--- config.mk ---
export PLATFORM = sky130hd
export DESIGN_NAME = iomem_ctrl
export DESIGN_NICKNAME = d
export VERILOG_FILES = /design/src/rtl/iomem_ctrl.sv
export SDC_FILE = /design/constraint.sdc
export NUM_CORES = 1
export LEC_CHECK = 0
export ABC_AREA = 0
export CAP_MARGIN = 10
export CELL_PAD_IN_SITES_DETAIL_PLACEMENT = 1
export CELL_PAD_IN_SITES_GLOBAL_PLACEMENT = 1
export CORE_MARGIN = 5
export CORE_UTILIZATION = 32
export DETAILED_ROUTE_END_ITERATION = 7
export PLACE_DENSITY_LB_ADDON = 0.12
export SLEW_MARGIN = 15
export SYNTH_ARGS = -nofsm -noshare
export SYNTH_HDL_FRONTEND = slang
export SYNTH_SLANG_ARGS = --single-unit
--- constraint.sdc ---
create_clock -name clk -period 3.2 [get_ports clk]
set_input_delay 0.48 -clock clk [delete_from_list [all_inputs] [get_ports clk]]
set_output_delay 0.48 -clock clk [all_outputs]
set_load 0.01 [all_outputs]
--- src/rtl/iomem_ctrl.sv ---
// iomem bus sequencer: decodes one master access by address page to a slave slot,
// runs a registered access and returns a registered response, with miss/timeout recovery.
module iomem_ctrl #(
  parameter int unsigned NSLAVES   = 4,
  parameter logic [15:0] BASE_PAGE = 16'h0300,
  parameter int unsigned TIMEOUT   = 255,
  parameter logic [31:0] ERR_DATA  = 32'hDEADBEEF
) (
  input  logic                   clk,
  input  logic                   rstn,
  input  logic                   m_valid,
  output logic                   m_ready,
  input  logic [31:0]            m_addr,
  input  logic [31:0]            m_wdata,
  input  logic [3:0]             m_wstrb,
  output logic [31:0]            m_rdata,
  output logic [NSLAVES-1:0]     s_valid,
  input  logic [NSLAVES-1:0]     s_ready,
  output logic [31:0]            s_addr,
  output logic [31:0]            s_wdata,
  output logic [3:0]             s_wstrb,
  input  logic [32*NSLAVES-1:0]  s_rdata,
  output logic                   err_miss,
  output logic                   err_timeout,
  output logic [7:0]             err_count
);

  localparam int unsigned IDXW = (NSLAVES > 1) ? $clog2(NSLAVES) : 1;

  typedef enum logic [1:0] {IDLE, ACCESS, RESP} state_e;

  state_e              state_q, state_d;
  logic [NSLAVES-1:0]  s_valid_q, s_valid_d;
  logic [31:0]         s_addr_q, s_addr_d;
  logic [31:0]         s_wdata_q, s_wdata_d;
  logic [3:0]          s_wstrb_q, s_wstrb_d;
  logic [31:0]         m_rdata_q, m_rdata_d;
  logic [IDXW-1:0]     idx_q, idx_d;
  logic [31:0]         cnt_q, cnt_d;
  logic                err_miss_q, err_miss_d;
  logic                err_timeout_q, err_timeout_d;
  logic [7:0]          err_count_q, err_count_d;

  logic [15:0]         page_off;
  logic                hit;
  logic [NSLAVES-1:0]  dec_onehot;
  logic [31:0]         slot_rdata [NSLAVES];
  logic                sel_ready;
  logic [31:0]         sel_rdata;
  logic                timeout_hit;

  // 16-bit wrap is intentional: pages below BASE_PAGE become large offsets and miss
  assign page_off = m_addr[31:16] - BASE_PAGE;
  assign hit      = ({16'd0, page_off} < NSLAVES);

  genvar gi;
  generate
    for (gi = 0; gi < NSLAVES; gi++) begin : g_slot
      assign dec_onehot[gi] = (page_off == 16'(gi));
      assign slot_rdata[gi] = s_rdata[32*gi +: 32];
    end
  endgenerate

  // Response path keys off the latched slot, not the live master address
  assign sel_ready   = s_ready[idx_q];
  assign sel_rdata   = slot_rdata[idx_q];
  assign timeout_hit = (TIMEOUT != 0) && !sel_ready && (cnt_q == TIMEOUT - 1);

  always_ff @(posedge clk or negedge rstn) begin
    if (!rstn) begin
      state_q       <= IDLE;
      s_valid_q     <= '0;
      s_addr_q      <= '0;
      s_wdata_q     <= '0;
      s_wstrb_q     <= '0;
      m_rdata_q     <= '0;
      idx_q         <= '0;
      cnt_q         <= '0;
      err_miss_q    <= 1'b0;
      err_timeout_q <= 1'b0;
      err_count_q   <= '0;
    end else begin
      state_q       <= state_d;
      s_valid_q     <= s_valid_d;
      s_addr_q      <= s_addr_d;
      s_wdata_q     <= s_wdata_d;
      s_wstrb_q     <= s_wstrb_d;
      m_rdata_q     <= m_rdata_d;
      idx_q         <= idx_d;
      cnt_q         <= cnt_d;
      err_miss_q    <= err_miss_d;
      err_timeout_q <= err_timeout_d;
      err_count_q   <= err_count_d;
    end
  end

  always_comb begin
    state_d = state_q;
    case (state_q)
      IDLE:    if (m_valid) state_d = hit ? ACCESS : RESP;
      ACCESS:  if (sel_ready || timeout_hit) state_d = RESP;
      RESP:    state_d = IDLE;
      default: state_d = IDLE;
    endcase
  end

  always_comb begin
    s_valid_d     = s_valid_q;
    s_addr_d      = s_addr_q;
    s_wdata_d     = s_wdata_q;
    s_wstrb_d     = s_wstrb_q;
    m_rdata_d     = m_rdata_q;
    idx_d         = idx_q;
    cnt_d         = cnt_q;
    err_miss_d    = 1'b0;
    err_timeout_d = 1'b0;
    case (state_q)
      IDLE: begin
        if (m_valid) begin
          s_addr_d  = m_addr;
          s_wdata_d = m_wdata;
          s_wstrb_d = m_wstrb;
          cnt_d     = '0;
          if (hit) begin
            s_valid_d = dec_onehot;
            idx_d     = page_off[IDXW-1:0];
          end else begin
            m_rdata_d  = ERR_DATA;
            err_miss_d = 1'b1;
          end
        end
      end
      ACCESS: begin
        if (sel_ready) begin
          m_rdata_d = sel_rdata;
          s_valid_d = '0;
          cnt_d     = '0;
        end else if (timeout_hit) begin
          m_rdata_d     = ERR_DATA;
          s_valid_d     = '0;
          cnt_d         = '0;
          err_timeout_d = 1'b1;
        end else begin
          cnt_d = cnt_q + 32'd1;
        end
      end
      default: ;
    endcase
    err_count_d = err_count_q;
    if ((err_miss_d || err_timeout_d) && (err_count_q != 8'hFF))
      err_count_d = err_count_q + 8'd1;
  end

  always_comb begin
    m_ready     = (state_q == RESP);
    m_rdata     = m_rdata_q;
    s_valid     = s_valid_q;
    s_addr      = s_addr_q;
    s_wdata     = s_wdata_q;
    s_wstrb     = s_wstrb_q;
    err_miss    = err_miss_q;
    err_timeout = err_timeout_q;
    err_count   = err_count_q;
  end

endmodule

==> results of run 1 <==
==> stage by stage <==
step | util (%) | instance area [µm²] | instances | hold slack, ps | total power, µW
4_1_cts | 50.5 | 11300 | 1212 | 50.3 | 5330
6_report | 50.5 | 11300 | 1212 | 23.2 | 5260
2_1_floorplan | - | 7210 | 592 | 184 | 2570
3_5_place_dp | 47.9 | 10700 | 1180 | 474 | 3330
3_3_place_gp | 47.9 | 10700 | 1180 | 472 | 3280
5_1_grt | 50.5 | 11300 | 1212 | 70.8 | 5480
==> where the power goes <==
group / total [µW] / switching (µW) / internal [µW]
combinational: 1080 / 397 / 682
clock: 1980 / 873 / 1110
sequential: 2200 / 132 / 2070
total: 5260 / 1400 / 3860
==> cell usage after synthesis (2+ instances only) <==
cell type,n,share of area [%]
or4_1,7,0.73
dfrtp_1,150,52
and4_1,2,0.24
nand4_1,18,1.6
ha_1,3,0.52
xor2_1,17,2.1
inv_1,41,2.1
nor4b_1,2,0.24
nor4_1,8,0.69
buf_1,3,0.16
a21oi_1,30,2.1
or4_4,2,0.31
or3_1,4,0.35
mux2_2,69,11
mux4_2,33,10
nor3_1,5,0.35
nand3b_1,2,0.21
a31oi_1,4,0.35
a211oi_1,4,0.42
nand3_1,21,1.5
o211ai_1,4,0.42
nor2b_1,2,0.17
nor2_1,51,2.7
o21ai_1,3,0.21
a22o_1,3,0.36
o2bb2ai_1,11,1.3
and2_1,4,0.35
o21ai_0,8,0.55
nor4_2,2,0.35
buf_2,6,0.42
xnor2_1,5,0.61
and3_1,2,0.17
nand2_1,24,1.2
clkbuf_1,17,0.88
==> logic make-up (layout without fill, tap and decap cells) <==
group                      after synthesis  after routing  synth area share, %
adders and majority gates                3              3                0.520
DFF                                    150            150                 52.0
buffers and inverters                   70            405                 3.90
and+or+nand+nor                        164            164                 12.0
xor gates and xnor gates                22             22                 2.67
AOI/OAI and AO/OA                       80             80                 7.61
muxes                                  103            103                 21.2
==> cell type report <==
class | count | area [µm²]
inverters | 42 | 158
flip-flops and latches | 150 | 3750
clock inverters | 14 | 138
well taps | 285 | 357
fillers | 2347 | 11100
clock buffers | 18 | 439
repair buffers | 331 | 3290
multi-input cells | 372 | 3180
==> sequential cells by signal, indices dropped and copies added, names as in the netlist <==
| register | count |
|---|---|
| idx_q | 2 |
| s_valid | 4 |
| err_timeout | 1 |
| cnt_q | 32 |
| s_addr | 32 |
| err_count | 8 |
| s_wstrb | 4 |
| state_q | 2 |
| m_rdata | 32 |
| s_wdata | 32 |
| err_miss | 1 |
==> worst max path at each step <==
stage | end | cells past startpoint | start
finish | m_rdata[17] | 5 | cnt_q[13]
global route | m_rdata[18] | 7 | cnt_q[0]
CTS | m_rdata[7] | 5 | cnt_q[13]
detailed placement | m_rdata[7] | 6 | s_ready[2]
global placement | err_count[1] | 7 | m_addr[22]
floorplan | s_valid[0] | 7 | cnt_q[14]
==> cell usage in the layout, fill, tap and decap left out, types with 4 or more instances in the layout <==
cell             synthesis  layout
nand3_1                 21      21
o2bb2ai_1               11      11
a31oi_1                  4       4
nand4_1                 18      18
or3_1                    4       4
nand2_1                 24      24
o211ai_1                 4       4
a21oi_1                 30      30
nor3_1                   5       5
inv_1                   41      41
clkbuf_16                0      17
xor2_1                  17      17
nor4_1                   8       8
a211oi_1                 4       4
nor2_1                  51      51
xnor2_1                  5       5
o21ai_0                  8       8
buf_4                    1      13
clkdlybuf4s50_1          0     316
mux4_2                  33      33
inv_6                    0       6
or4_1                    7       7
mux2_2                  69      69
dfrtp_1                150     149
==> per-layer routing <==
metal	vias up	global-route usage, %	part of all wire, %
li1	2795	-	-
met1	3071	24.7	41
met2	205	35.2	51
met3	31	5.83	6.1
met4	0	6.26	2.0
met5	-	0	0
==> worst max-delay path: stages (launching register included) <==
cell       delay (ps)
dfrtp_1           430
or4_1             600
or4_4             550
o21ai_4           400
o211ai_4          410
o2bb2ai_1         250
==> metrics.txt, run 1 <==
status finished, final reports clean; Worst-Skew Late Latency between 400 and 500 ps; Crit path arrival time a little over 3000 ps; Mean Syn Cell Area roughly 12 µm²; Reg2Reg Depth 5; Core Area 22,400 µm²; Initial Utilization roughly 32%; DRC violations left 0; Post-synth EDFFs 0; RR Endpoint m_rdata[17]; Post-CTS Resized 0; Overflow after GRT 0; Routed Wire Length ~26 mm; chip height ~160 µm; VDD IR-drop max 0.324 mV; synth unique cells a little under 60; Hold-fix buffers, CTS 0; root buffer cell clkbuf_16; Tcrit/Tclk final between 80% and 90%; Layout area overhead 56.9%; Fmax achieved between 300 and 400 MHz; area of the mapped netlist ~7200 µm²; Slew HR between 30 and 40%; Final WS setup about 400 ps; skew final around 12 ps; layout cells sized above 1 17.9%; MaxCap Viol Count 0; CP Launch Type register; routed length per instance roughly 22 µm; RSZ-0062 raised after global routing no; first-pass GRT wire length about 40 mm; critical path class reg -> reg; Antenna Cells 0; hpwl dp roughly 21 mm; Max Slew Vio Count 0; io pins around 320; TritonCTS clock tree done; htree depth 4; Top FF cell, synth dfrtp_1; pre-CTS WS around 300 ps; largest net degree at the start of global routing 65; nets around 1,100; YS warnings 0; setup TNS 0 ps; r2r setup slk about 400 ps; TritonRoute pass-1 iters 4; FF+latch count, synth 150; PortBufs 317; post-synthesis sequential area ratio around 52%; crit path time final about 2800 ps; CTS sink count 150; vias per inst roughly 5.0; site row count 55; vias after detailed routing just over 6,000; clock-pin slew on the worst setup and hold paths ~70 ps; Tot GR Track Use roughly 20%; power per cell area about 460 nW/µm²; initial antenna violation count 0; worst hold-check path type in -> async; Static Leak around 0.0046 µW; Slew @ Worst Pin ~900 ps; post-synthesis instance total around 590; vias in the first global route ~6,700; FFs w/ async S/R, synth 100%; Reg2Reg Launch Point cnt_q[13]; critical path endpoint category register; Max clock buf depth 2; Horiz. Die Dim around 160 µm; Net Count, Synth approximately 800; post-route antenna net violation count 0; Die Footprint roughly 26,000 µm²; final setup fails 0; TritonCTS Buffers 17; largest fanout on the critical path 33; RD Place Congestion between 0.8 and 0.9; Detailed Route Iter0 Violations roughly 230; final hold vios 0; postcts setup bufs 0; Critical Path RT about 3500 ps
(Power assumes the default switching activity.)
==> run 2: changes to the inputs <==
--- a/config.mk
+++ b/config.mk
@@ -10,7 +10,8 @@
 export CELL_PAD_IN_SITES_DETAIL_PLACEMENT = 1
 export CELL_PAD_IN_SITES_GLOBAL_PLACEMENT = 1
 export CORE_MARGIN = 5
-export CORE_UTILIZATION = 32
+export CORE_UTILIZATION = 33
+export CTS_BUF_LIST = sky130_fd_sc_hd__clkbuf_4 sky130_fd_sc_hd__clkbuf_8
 export DETAILED_ROUTE_END_ITERATION = 7
 export PLACE_DENSITY_LB_ADDON = 0.12
 export SLEW_MARGIN = 15
==> run 2 against run 1 <==
Effect of this change:
- via count barely moved
- non-clock buffer count fell by 1
- largest power group unchanged
- clock skew rose by 1.5 ps
- critical path type unchanged
- sequential power barely moved
- total power fell by 8.5%
- count of clock-buffer cells in the layout fell by 1
- global-route usage rose by 0.30 points
==> metrics.txt, run 2 (synthesis results as in run 1) <==
final setup fails 0; Slew @ Worst Pin ~1000 ps; Tcrit/Tclk final a little under 90%; commonest non-fill, non-tap cells in the layout clkdlybuf4s50_1, dfrtp_1, mux2_2, nor2_1, inv_1; nets between 1,000 and 1,500; most used cell, CP or4_4; Horiz. Die Dim between 150 and 200 µm; root buffer cell clkbuf_8; Detailed Route Iter0 Violations approximately 260; Max clock buf depth 2; hpwl dp roughly 21 mm; chip height between 150 and 200 µm; postcts setup bufs 0; Placed Cells 1,173; slowest CP cell or4_4; Slew HR approximately a third; Multi-input gate area 3180 µm²; first-pass GRT wire length 39.3 mm; crit path time final about 2800 ps; MaxCap Viol Count 0; VDD IR-drop max approximately 0.29 mV; Routed Wire Length ~26 mm; largest fanout on the critical path 33; Fmax achieved between 300 and 400 MHz; critical path class reg -> reg; setup TNS 0 ps; largest net degree at the start of global routing between 50 and 60; initial antenna violation count 2; Reg area 3750 µm²; status finished, final reports clean; TritonRoute pass-1 iters 4; power per cell area 432 nW/µm²; Critical Path RT 3580 ps; Initial Utilization between 30% and 40%; Die Footprint 24,900 µm²; TritonCTS Buffers 17; final hold vios 0; Core Area between 20,000 and 25,000 µm²; filler cell count between 2,000 and 2,500; routed length per instance roughly 22 µm; Layout area overhead 54.6%; buffer and inverter count on the worst path 0; io pins 318; worst hold-check path type reg -> reg; Top delay family on crit path compound AO/OA/AOI/OAI gates; Overflow after GRT 0; Crit path arrival time about 3200 ps; RD Place Congestion 0.863; vias after detailed routing 6,098; CTS sink count 150; post-route antenna net violation count 0; Tot GR Track Use approximately a fifth; Static Leak between 0.004 and 0.005 µW; vias in the first global route 6,556; site row count 54; RSZ-0062 raised after global routing no; TritonCTS clock tree done; layout cells sized above 1 between 10% and 20%; crit-path cells or4_4 -> or4_4 -> o21ai_4 -> o211ai_4 -> a21oi_1; Layout Cells excl Fill roughly 1,200; DRC violations left 0; critical path endpoint category register; most common cell after layout, fill and taps aside clkdlybuf4s50_1; PortBufs 317; skew final around 14 ps; CP Launch Type register; clock-pin slew on the worst setup and hold paths roughly 100 ps; vias per inst 5.05; CP max stage delay about 570 ps; Worst-Skew Late Latency between 400 and 500 ps; htree depth 4; Max Slew Vio Count 0
[run 2: metrics by stage]
step           hold slack, ps  total power, µW  util, %  area (µm²)  setup WS (ps)
2_1_floorplan             184             2570        -        7210            874
3_5_place_dp              466             3330     49.4       10700            382
6_report                  490             4810     51.4       11200            390
5_1_grt                   507             5050     51.4       11100            240
3_3_place_gp              457             3290     49.4       10700            473
4_1_cts                   498             4890     51.4       11100            365
[run 2: worst reg2reg max path, delay by kind of cell (launching register included)]
kind               cells  cell delay, ps
AOI/OAI and AO/OA      3            1150
and+or+nand+nor        2            1130
DFF                    1             450
[run 2: what timing repair did]
action,CTS,global route
resized for setup,0,0
endpoints found under the hold margin,48,0
hold buffers,1,0
[run 2: power breakdown]
| part | total, µW | internal [µW] | switching [µW] |
|---|---|---|---|
| logic | 1070 | 680 | 394 |
| clock network | 1550 | 726 | 819 |
| registers | 2190 | 2060 | 130 |
[run 2: worst paths after layout]
| path | startpoint | endpoint | slack [ps] | depth (start not counted) |
|---|---|---|---|---|
| min reg2reg | m_rdata[29] | m_rdata[29] | 490 | 1 |
| min | m_rdata[29] | m_rdata[29] | 490 | 1 |
| max in group asynchronous | rstn | s_addr[21] | 1870 | 3 |
| max | cnt_q[15] | m_rdata[10] | 390 | 5 |
| min in group asynchronous | rstn | s_wdata[2] | 530 | 2 |
| max reg2reg | cnt_q[15] | m_rdata[10] | 390 | 5 |
[run 2: layout make-up]
type / instances / share of cell area [%]
Multi-Input combinational cell: 372 / 28.5
Inverter: 42 / 1.41
Clock inverter: 15 / 1.66
Clock buffer: 17 / 2.10
Antenna cell: 1 / 0.0224
Tap cell: 280 / 3.14
Timing Repair Buffer: 330 / 29.5
Sequential cell: 150 / 33.7
[run 2: layer usage]
metal,global-route usage (%),wire (µm)
met5,0,9
met3,6.34,2140
met4,5.41,403
met2,35.5,13300
met1,25.4,10500
==> edit (settings of run 2) <==
Take the reset off `s_addr_q`, `s_wdata_q` and `m_rdata_q` and load them in a clocked block of their own.
--- a/src/rtl/iomem_ctrl.sv
+++ b/src/rtl/iomem_ctrl.sv
@@ -71,8 +71,5 @@
       state_q       <= IDLE;
       s_valid_q     <= '0;
-      s_addr_q      <= '0;
-      s_wdata_q     <= '0;
       s_wstrb_q     <= '0;
-      m_rdata_q     <= '0;
       idx_q         <= '0;
       cnt_q         <= '0;
@@ -83,8 +80,5 @@
       state_q       <= state_d;
       s_valid_q     <= s_valid_d;
-      s_addr_q      <= s_addr_d;
-      s_wdata_q     <= s_wdata_d;
       s_wstrb_q     <= s_wstrb_d;
-      m_rdata_q     <= m_rdata_d;
       idx_q         <= idx_d;
       cnt_q         <= cnt_d;
@@ -93,4 +87,10 @@
       err_count_q   <= err_count_d;
     end
+  end
+
+  always_ff @(posedge clk) begin
+    s_addr_q  <= s_addr_d;
+    s_wdata_q <= s_wdata_d;
+    m_rdata_q <= m_rdata_d;
   end
 
Behaviour: not the same (Yosys sat finds a counterexample within 4 cycles, from zero or initial values and one cycle with rstn low).
==> edit against run 2 <==
Area after synthesis fell by 6.6%. First-iteration DRC count rose by 24%. Power fell by 7.1%. Routed wire length fell by 3.8%. Sequential share of layout area rose by 5.9 points. Sequential cell count did not move. Non-clock buffer count did not move. Setup slack improved by 190 ps. Cell area fell by 4.0%. Critical path type is now input pin to flip-flop.
==> edit: results (changes against run 2) <==
.. list-table::
   :header-rows: 1

   * - Metric
     - Value
   * - Launching element of the worst setup path
     - m_addr[31]
   * - Synth cell types
     - 58 (-1.7%)
   * - Tightest slew margin relative to the limit
     - 31.4% (-0.69 points)
   * - Met3 Routed Length
     - 1.56 mm (-27%)
   * - Per-cell via count in the routed design
     - 5.01 (-0.89%)
   * - Worst Hold Slack
     - 485 ps (-5.09 ps)
   * - Syn_nets
     - 674 (-16%)
   * - CP arrival
     - 2950 ps (-240 ps)
   * - Max rail drop VDD
     - 219 µV (-23%)
   * - Via count of the first global-routing pass
     - 5588 (-15%)
   * - Reg2Reg Launch Point
     - idx_q[0]$_DFFE_PN0P_
   * - Crit path largest cell delay
     - 630 ps (+60 ps)
   * - Slowest stage cell on the critical path
     - nor4_1
   * - Initial antenna violation count
     - 0 (-2)
   * - Endpoint of the worst-slack reg-to-reg timing path
     - m_rdata[17]$_SDFFCE_PN0P_
   * - First-pass GRT wire length
     - 37.3 mm (-5.1%)
   * - Top fanout value on the critical path
     - 8 (-76%)
   * - Part of the Yosys area used for sequential elements
     - 62.8% (+11 points)
   * - Last weighted congestion value of the routability-driven placer
     - 0.887 (+2.8%)
   * - Number of cell instances on the worst register-to-register path
     - 3 (-2)
   * - Ranking of synthesized cells by instance count
     - edfxtp_1 (96), dfrtp_1 (54), mux4_2 (33), nor2_1 (30), nand2_1 (27)
   * - Half-perimeter wire length after detailed placement
     - 20.5 mm (-2.7%)
   * - Static leakage
     - 0.00381 µW (-16%)
   * - Outcome
     - finished clean
   * - Maximum clock frequency
     - 382 MHz (+7.4%)
   * - Global-route total usage across every layer
     - 21.1% (+0.44 points)
   * - Async set-reset flop share out of synthesis
     - 36.0% (-64 points)
   * - Fraction of layout instances using a drive strength above 1
     - 15.3% (-2.4 points)
   * - Total length of routed met2 wires
     - 13.4 mm (+0.63%)
   * - Setup slack of the worst register-to-register path
     - 670 ps (+280 ps)
   * - Fin nets
     - 1005 (-10%)
   * - Number of antenna diodes
     - 0 (-1)
   * - Wirelength per Cell
     - 23.4 µm (+7.3%)
   * - Routed length on met1
     - 9.84 mm (-6.2%)
   * - Largest net degree at the start of global routing
     - 69 (+28%)
   * - DRC marker count from the first detailed-route iteration
     - 318 (+24%)
   * - Number of enable flip-flop cells after synthesis
     - 96 (+96)
   * - Ranking of synthesized cells by area
     - edfxtp_1 (43%), dfrtp_1 (20%), mux4_2 (11%), xor2_1 (2.7%), or2_2 (2.2%)
   * - Setup clock skew after layout
     - 13.5 ps (-0.410 ps)
   * - Critical Path Sink
     - err_count[1]$_DFFE_PN0P_
   * - Uppermost layer routed
     - met4
## edit: changes by cell type after synthesis, sizes merged, moves of 7 or more
cell            run 2  this run
buf                11         4
or4                 9         2
a21oi              31         4
nor2               51        31
mux2               70         2
a31oi               4        11
inv                42        17
o2bb2ai            11         2
nor2b               2         9
or2                 1        24
edfxtp              0        96
dfrtp             150        54
## edit: worst min-delay path by stage
stage	endpoint	cells past startpoint	start
after floorplan	cnt_q[0]$_DFFE_PN0P_	0	rstn
after global placement	s_wstrb[3]$_DFFE_PN0P_	2	s_wstrb[3]$_DFFE_PN0P_
after detailed placement	err_count[1]$_DFFE_PN0P_	1	rstn
after CTS	s_wstrb[3]$_DFFE_PN0P_	2	s_wstrb[3]$_DFFE_PN0P_
after global routing	err_count[1]$_DFFE_PN0P_	2	rstn
final	s_wstrb[3]$_DFFE_PN0P_	2	s_wstrb[3]$_DFFE_PN0P_
## edit: cell families after synthesis
kind of cell | after synthesis | share of synthesized area [%]
compound gates | 46 | 4.79
fa+ha+maj | 3 | 0.557
xor+xnor | 24 | 3.12
mux | 36 | 11.5
buf+inv | 35 | 2.23
simple gates | 174 | 15.0
flops | 150 | 62.8
## edit: area by class of cell
type                            count  area [µm²]
Clock buffer                       17         234
Inverter                           17        67.6
Timing Repair Buffer              330        3280
Clock inverter                     15         193
Multi-Input combinational cell    283        2360
Sequential cell                   150        4240
Tap cell                          270         338
Fill cell                        2039        9460
## edit: power by group through the flow
stage	Clock [µW]	Sequential [µW]	Combinational [µW]
after CTS	1590	2240	711
after floorplan	0	2320	140
after global placement	0	2270	692
after global routing	1670	2250	743
after detailed placement	0	2280	706
final	1540	2240	701
## edit: critical path, delay by kind of cell
family | cells | cell delay, ps
AND/OR/NAND/NOR | 3 | 1570
buffers and inverters | 1 | 420
multiplexers | 1 | 310
AO/OA/AOI/OAI | 1 | 160
## edit: per-stage QoR
stage / cell area, µm² / total power [µW] / util [%] / std cells
2_1_floorplan: 6750 / 2460 / - / 468
3_3_place_gp: 10300 / 2960 / 50.9 / 1049
3_5_place_dp: 10300 / 2990 / 50.9 / 1049
4_1_cts: 10700 / 4540 / 53.1 / 1082
5_1_grt: 10700 / 4660 / 53.1 / 1082
6_report: 10700 / 4470 / 53.1 / 1082
## edit: routing by layer
layer	vias to the layer above	track usage, %
li1	2459	-
met1	2752	24.9
met2	183	37.4
met3	24	6.56
met4	0	5.64
met5	-	0
